File: config.mk
export PLATFORM = sky130hd
export DESIGN_NAME = prog_mem_controller
export DESIGN_NICKNAME = d
export VERILOG_FILES = /design/src/rtl/gpu_pkg.sv /design/src/rtl/pmc_rr_arbiter.sv /design/src/rtl/prog_mem_controller.sv
export SDC_FILE = /design/constraint.sdc
export NUM_CORES = 1
export LEC_CHECK = 0
export BUFFER_PORTS_ARGS = -buffer_cell sky130_fd_sc_hd__buf_2
export CORE_MARGIN = 2
export CORE_UTILIZATION = 47
export DETAILED_ROUTE_END_ITERATION = 8
export GPL_TIMING_DRIVEN = 0
export PLACE_DENSITY_LB_ADDON = 0.08
export SETUP_SLACK_MARGIN = 0.02
export SYNTH_ARGS = -nofsm -noshare
export SYNTH_HDL_FRONTEND = slang
export SYNTH_SLANG_ARGS = --single-unit
File: constraint.sdc
create_clock -name clk -period 2.6 [get_ports clk]
set_input_delay 0.39 -clock clk [delete_from_list [all_inputs] [get_ports clk]]
set_output_delay 0.39 -clock clk [all_outputs]
set_load 0.02 [all_outputs]
File: src/rtl/gpu_pkg.sv
// Shared GPU types: program-memory controller FSM states.
package gpu_pkg;

   typedef enum logic [0:0] {
      PMC_IDLE  = 1'b0,
      PMC_ISSUE = 1'b1
   } pmc_state_t;

endpackage

File: src/rtl/pmc_rr_arbiter.sv
// Combinational round-robin grant: first eligible channel after last_ptr wins.
module pmc_rr_arbiter #(
   parameter int NUM_CHANNELS = 4,
   parameter int IDX_W        = (NUM_CHANNELS > 1) ? $clog2(NUM_CHANNELS) : 1
) (
   input  logic [NUM_CHANNELS-1:0] eligible,
   input  logic [IDX_W-1:0]        last_ptr,
   output logic                    grant_valid,
   output logic [IDX_W-1:0]        grant_index
);

   int idx;

   // Walk from the farthest offset to the nearest so the nearest eligible channel overwrites.
   always_comb begin
      grant_valid = 1'b0;
      grant_index = '0;
      idx         = 0;
      for (int i = NUM_CHANNELS; i >= 1; i--) begin
         idx = (int'(last_ptr) + i) % NUM_CHANNELS;
         if (eligible[IDX_W'(idx)]) begin
            grant_valid = 1'b1;
            grant_index = IDX_W'(idx);
         end
      end
   end

endmodule

File: src/rtl/prog_mem_controller.sv
// Round-robin program-memory responder for NUM_CHANNELS instruction fetchers.
// Optional address range check enabled by defining PMC_RANGE_CHECK_EN.
module prog_mem_controller
   import gpu_pkg::*;
#(
   parameter int NUM_CHANNELS = 4,
   parameter int ADDR_WIDTH   = 8,
   parameter int INSTR_WIDTH  = 16,
   parameter int PROG_DEPTH   = 256
) (
   input  logic                                     clk,
   input  logic                                     reset,
   input  logic [NUM_CHANNELS-1:0]                  consumer_read_valid,
   input  logic [NUM_CHANNELS-1:0][ADDR_WIDTH-1:0]  consumer_read_addr,
   output logic [NUM_CHANNELS-1:0]                  consumer_read_ready,
   output logic [NUM_CHANNELS-1:0][INSTR_WIDTH-1:0] consumer_read_data,
   output logic                                     mem_read_valid,
   output logic [ADDR_WIDTH-1:0]                    mem_read_addr,
   input  logic                                     mem_read_ready,
   input  logic [INSTR_WIDTH-1:0]                   mem_read_data,
   output logic                                     busy,
   output logic                                     range_error
);

   localparam int IDX_W = (NUM_CHANNELS > 1) ? $clog2(NUM_CHANNELS) : 1;
   localparam logic [IDX_W-1:0] LAST_RST = IDX_W'(NUM_CHANNELS - 1);
`ifdef PMC_RANGE_CHECK_EN
   localparam bit RANGE_EN = 1'b1;
`else
   localparam bit RANGE_EN = 1'b0;
`endif

   pmc_state_t                             state_q, state_d;
   logic [IDX_W-1:0]                       last_q, last_d, ch_q, ch_d;
   logic [NUM_CHANNELS-1:0]                served_q, served_d, eligible, ready_d;
   logic [NUM_CHANNELS-1:0][INSTR_WIDTH-1:0] data_d;
   logic                                   mem_valid_d, range_err_q, range_err_d;
   logic [ADDR_WIDTH-1:0]                  mem_addr_d, grant_addr;
   logic                                   grant_valid;
   logic [IDX_W-1:0]                       grant_index;

   // A channel still holding valid the cycle after its ready must not be granted again.
   assign eligible    = consumer_read_valid & ~served_q;
   assign grant_addr  = consumer_read_addr[grant_index];
   assign busy        = (state_q != PMC_IDLE);
   assign range_error = range_err_q;

   pmc_rr_arbiter #(
      .NUM_CHANNELS (NUM_CHANNELS),
      .IDX_W        (IDX_W)
   ) u_arb (
      .eligible     (eligible),
      .last_ptr     (last_q),
      .grant_valid  (grant_valid),
      .grant_index  (grant_index)
   );

   always_comb begin
      state_d     = state_q;
      last_d      = last_q;
      ch_d        = ch_q;
      served_d    = served_q & consumer_read_valid;
      ready_d     = '0;
      data_d      = consumer_read_data;
      mem_valid_d = mem_read_valid;
      mem_addr_d  = mem_read_addr;
      range_err_d = range_err_q;
      case (state_q)
         PMC_IDLE: begin
            if (grant_valid) begin
               ch_d = grant_index;
               // Out-of-range fetches are answered locally with a NOP, never reaching memory.
               if (RANGE_EN && (int'(grant_addr) >= PROG_DEPTH)) begin
                  ready_d[grant_index]  = 1'b1;
                  data_d[grant_index]   = '0;
                  served_d[grant_index] = 1'b1;
                  last_d                = grant_index;
                  range_err_d           = 1'b1;
               end else begin
                  mem_valid_d = 1'b1;
                  mem_addr_d  = grant_addr;
                  state_d     = PMC_ISSUE;
               end
            end
         end
         PMC_ISSUE: begin
            if (mem_read_ready) begin
               mem_valid_d      = 1'b0;
               ready_d[ch_q]    = 1'b1;
               data_d[ch_q]     = mem_read_data;
               served_d[ch_q]   = 1'b1;
               last_d           = ch_q;
               state_d          = PMC_IDLE;
            end
         end
         default: state_d = PMC_IDLE;
      endcase
   end

   always_ff @(posedge clk) begin
      if (reset) begin
         state_q             <= PMC_IDLE;
         last_q              <= LAST_RST;
         ch_q                <= '0;
         served_q            <= '0;
         consumer_read_ready <= '0;
         consumer_read_data  <= '0;
         mem_read_valid      <= 1'b0;
         mem_read_addr       <= '0;
         range_err_q         <= 1'b0;
      end else begin
         state_q             <= state_d;
         last_q              <= last_d;
         ch_q                <= ch_d;
         served_q            <= served_d;
         consumer_read_ready <= ready_d;
         consumer_read_data  <= data_d;
         mem_read_valid      <= mem_valid_d;
         mem_read_addr       <= mem_addr_d;
         range_err_q         <= range_err_d;
      end
   end

endmodule

==> flow_summary.toml, run 1 <==
[finish]
num-fill-cells = 638
area_growth_pct = 29.5
fin_nets = 570
drive_above_1_share_pct = 32.9
diodes = 0
post-route-util_pct = 62.2

[worst_setup_path]
cpPeakStageDelay_ns = 0.53
critPathLaunchType = "flop"
cp-end-kind = "flop"
crit_path_cell_trace = "nand2_1 -> nor3_2 -> clkbuf_1 -> nand2_1 -> a21oi_1"
worstPathMaxFanout = 10
critPathSlowestCell = "nor3_2"
required_ns = 2.90
cp_common_cell = "nand2_1"
setup.worst_path.class = "flop to flop"
cp.arrival_ns = 2.36

[pwr]
total_power_mw = 2.71
ir_drop_mv = 0.326
cellLeakagePower_nw = 1.84
power.density_nw_per_um2 = 648

[global_routing]
grt_pass1_wl_um = 13500
grt_usage_pct = 23.6
antenna_found_initial = 0
gr-total-overflow = 0
grt_max_degree = 16
grt_pass1_vias = 2736

[sta]
hold_slack_ns = 0.246
rsz0062_at_grt = "no"
finalSetupViolCount = 0
worstMarginPinSlew_ns = 0.616
finalClockSkew_ns = 0.00449
fmax_mhz = 485
timing.final.crit_share_pct = 79.3
final_hold_viol_count = 0
fin_crit_ns = 2.06
fin_setup_tns_ns = 0
maxSlewHeadroom_pct = 58.7
slew_viol_final = 0

[synth]
netlist_instances = 373
synth-edff-count = 0
async_reset_ff_share_pct = 0
synth_cell_types = 30
avgSynthCellArea_um2 = 8.65
ys.flop_type = "dfxtp_1"
yosysTopAreaCell = "dfxtp_1"
syn_nets = 428
yosysWarnings = 0
synth_common_cells = "137 x nand2_1, 86 x dfxtp_1, 70 x a21oi_1"
yosysMostFrequentCell = "nand2_1"
synthTopCellsByArea = "dfxtp_1 53%, nand2_1 16%, a21oi_1 11%"
syn_area_um2 = 3230
yosysSeqAreaShare_pct = 53.4
ys_seq_elements = 86
synth_top_area_share_pct = 53.4

[clock_tree]
cts.clk_slew.worst_paths_ns = 0.09
post_cts_buffers = 0
cts_tree = "yes"
cts-buffers-inserted = 9
post_cts_resized = 0
cts_htree_levels = 3
root_buffer = "clkbuf_8"
cts_buffer_depth = 2
clock_latency_ns = 0.36
cts_sinks = 86
postCtsHoldBufs = 0

[route]
firstDrtPassIters = 4
wirelength_um = 8880
via_per_inst = 5.20
dr_total_vias = 3117
drtIter0Drc = 147
ant_nets = 0
wl_per_cell_um = 14.8
drc_errors = 0

[flow_run]
cap_viol_max_count = 0

[die]
die_y_um = 86.8
coreArea_um2 = 6720
row_count = 30
chipWidth_um = 86.8
start_util_pct = 48.0
dieArea_um2 = 7540
pin_count = 134

[place]
place.port_buffers = 131
hpwl_um = 6420
finalWeightedCongestion = 0.814

[run_status]
status = "completed"

[min_path]
hp-class = "primary input to flop"
==> layout make-up <==
cell class	count	area, um^2	area share, %
sequential	86	1720	41.2
timing repair buffer	131	656	15.7
clock inverter	7	72.6	1.74
buffer	23	109	2.61
clock buffer	9	124	2.96
multi-input combinational	262	1390	33.2
tap	80	100	2.40
inverter	2	7.51	0.180
==> per-layer routing <==
metal / up-vias / global-route usage [%] / wire, um
met2: 103 / 37.8 / 4220
met1: 1464 / 30.4 / 3830
met4: 0 / 10.1 / 185
met3: 15 / 5.62 / 647
li1: 1535 / - / -
met5: - / 0 / 0
==> worst paths after layout <==
path / slack (ns) / endpoint / depth (start not counted) / from
worst max-delay path: 0.54 / consumer_read_data[44] / 5 / busy
worst min register to register: 0.45 / consumer_read_data[57] / 2 / consumer_read_data[57]
worst min-delay path: 0.25 / busy / 2 / mem_read_ready
worst max register to register: 0.54 / consumer_read_data[44] / 5 / busy
==> per-stage QoR <==
step           cells  worst slack (ns)  area, um^2
6_report         600             0.539        4180
4_1_cts          600             0.600        4180
2_1_floorplan    373             0.769        3230
3_3_place_gp     584             0.579        3980
3_5_place_dp     584             0.559        3980
5_1_grt          600             0.413        4180
==> placed cells by master, fill, tap and decap left out, types with 2 or more instances in the layout <==
master      netlist  routed
nor2b_4           2       2
mux4_2            8       8
clkbuf_1         17      17
a211oi_1          2       2
a21oi_1          70      70
nor2b_1           2       2
clkbuf_8          0       9
clkinv_2          0       2
nor2_1           13      13
nor3_2            2       2
buf_2             2     133
nand2_1         137     137
dfxtp_1          86      86
o221ai_2          3       3
a22o_1            9       9
clkinvlp_4        0       2
buf_6             2       2
nand2b_2          2       2
and2_1            2       2
==> report_power, final <==
group	switching, mW	internal [mW]
Sequential	0.0268	1.36
Combinational	0.220	0.155
Clock	0.495	0.445
==> critical path, delay by kind of cell (launching register included) <==
family,cells,cell delay [ns]
simple gates,3,0.89
flops,1,0.46
buf+inv,1,0.51
compound gates,1,0.14
==> cell families (layout without fill, tap and decap cells) <==
family | Yosys count | in the layout | share of synthesized area (%)
AOI/OAI and AO/OA | 89 | 89 | 16.3
buffers and inverters | 25 | 172 | 3.61
DFF | 86 | 86 | 53.4
muxes | 8 | 8 | 5.59
other | 1 | 1 | 0.116
and+or+nand+nor | 164 | 164 | 21.0
==> sequential cells by signal (all words and copies together) (netlist names) <==
name                 count
last_q                   2
consumer_read_data      64
ch_q                     2
mem_read_addr            8
consumer_read_ready      4
busy                     1
mem_read_valid           1
served_q                 4
No activity file was read; power rests on OpenSTA's default activity.
==> run 2, diff against run 1 <==
==> constraint.sdc (replaced) <==
create_clock -name clk -period 2.1 [get_ports clk]
set_input_delay 0.315 -clock clk [delete_from_list [all_inputs] [get_ports clk]]
set_output_delay 0.315 -clock clk [all_outputs]
set_load 0.02 [all_outputs]
==> flow_summary.toml, run 2 (synthesized netlist as in run 1, its figures left out) <==
[run_status]
status = "completed"

[sta]
rsz0062_at_grt = "no"
timing.final.crit_share_pct = 92.9
fmax_mhz = 513
maxSlewHeadroom_pct = 59.2
slew_viol_final = 0
finalClockSkew_ns = 0.00668
worstMarginPinSlew_ns = 0.611
final_hold_viol_count = 0
layout_setup_ws_ns = 0.150
finalSetupViolCount = 0
fin_setup_tns_ns = 0
fin_crit_ns = 1.95

[die]
start_util_pct = 48.0
die_y_um = 86.8
coreArea_um2 = 6720
pin_count = 134
row_count = 30
dieArea_um2 = 7540
chipWidth_um = 86.8

[place]
hpwl_um = 6420
finalWeightedCongestion = 0.814
place_area_um2 = 3980
place.port_buffers = 131
place_worst_setup_slack_ns = 0.119

[finish]
layout_commonest_cell = "nand2_1"
drive_above_1_share_pct = 33.3
fin_area_um2 = 4180
area_growth_pct = 29.7
diodes = 0
num-fill-cells = 638
largest_register_ff_count = 64
reg_top3 = "consumer_read_data x64, mem_read_addr x8"
mostFrequentLayoutCells = "137 x nand2_1, 133 x buf_2, 86 x dfxtp_1"
largest_register = "consumer_read_data"
fin_nets = 569

[clock_tree]
cts_buffer_depth = 2
root_buffer = "clkbuf_8"
cts_tree = "yes"
cts_htree_levels = 3
postCtsHoldBufs = 0
cts_sinks = 86
cts.clk_slew.worst_paths_ns = 0.08
cts-buffers-inserted = 9
clock_latency_ns = 0.36

[worst_setup_path]
critPathSlowestCell = "o221ai_2"
cp.arrival_ns = 2.20
cpPeakStageDelay_ns = 0.50
path_buf_inv = 0
critPathLaunchType = "flop"
cp_num_cells = 5
cp-end-kind = "flop"
required_ns = 2.35
ff2ff_path_depth = 5
crit_path_cell_trace = "nand2b_2 -> nor2b_1 -> o221ai_2 -> mux4_2 -> a22o_1"
r2r_setup_slack_ns = 0.15
worstPathMaxFanout = 9
regToRegStartpoint = "served_q[1]"
setup.worst_path.class = "flop to flop"
cp_top_family = "compound AO/OA/AOI/OAI gates"
rr_endpoint = "mem_read_addr[6]"

[route]
via_per_inst = 5.14
ant_nets = 0
firstDrtPassIters = 4
wl_per_cell_um = 14.8
drtIter0Drc = 142
dr_total_vias = 3081
wirelength_um = 8840
drc_errors = 0

[pwr]
cellLeakagePower_nw = 1.84
power.density_nw_per_um2 = 801
ir_drop_mv = 0.403

[min_path]
worstHoldStart = "mem_read_ready"
hold_end = "busy"
hp-class = "primary input to flop"
holdPathStages = 2

[global_routing]
antenna_found_initial = 0
grt_usage_pct = 23.6
grt_max_degree = 16
gr-total-overflow = 0
grt_pass1_vias = 2736
grt_pass1_wl_um = 13500

[flow_run]
cap_viol_max_count = 0
==> run 2: cell count changes in the layout (fill, tap and decap cells not counted), sizes merged <==
| cell | delta |
|---|---|
| clkbuf | -1 |
==> run 2: worst max path at each step <==
stage                                  end        start  slack, ns
finish                    mem_read_addr[6]  served_q[1]       0.15
global route        consumer_read_data[30]         busy       0.03
CTS                 consumer_read_data[44]         busy        0.1
detailed placement  consumer_read_data[44]         busy       0.12
global placement    consumer_read_data[40]         busy        0.1
floorplan                 mem_read_addr[6]  served_q[3]       0.29
==> run 2: layout make-up <==
class                           count  area, um^2  area share, %
Buffer                             22         108           2.57
Clock buffer                        9         124           2.96
Clock inverter                      7        72.6           1.73
Inverter                            2        7.51          0.179
Multi-Input combinational cell    262        1390           33.3
Sequential cell                    86        1720           41.2
Tap cell                           80         100           2.39
Timing Repair Buffer              131         656           15.7
==> run 2: timing repair <==
action,in CTS,in global routing
gates resized for setup,0,5
hold endpoints to repair,0,0
setup buffers,0,0
setup endpoints to repair,0,24
==> run 2: report_power, final <==
group | switching (mW) | internal (mW) | total, mW
clock network | 0.611 | 0.551 | 1.16
registers | 0.0334 | 1.69 | 1.72
logic | 0.273 | 0.193 | 0.465
total | 0.916 | 2.43 | 3.35
==> run 2: through the flow <==
| stage | hold slack [ns] | power [mW] | util [%] | instances |
|---|---|---|---|---|
| CTS | 0.160 | 3.37 | 62.2 | 600 |
| global placement | 0.438 | 2.22 | 59.3 | 584 |
| detailed placement | 0.445 | 2.23 | 59.3 | 584 |
| finish | 0.176 | 3.35 | 62.3 | 599 |
| global route | 0.163 | 3.48 | 62.3 | 599 |
| floorplan | 0.419 | 2.05 | - | 373 |
==> run 2: layer usage <==
layer / track usage [%] / up-vias / share of wire (%)
met4: 10.1 / 0 / 2.0
met1: 30.4 / 1440 / 43
li1: - / 1533 / -
met5: 0 / - / 0
met2: 37.8 / 95 / 48
met3: 5.62 / 13 / 6.4
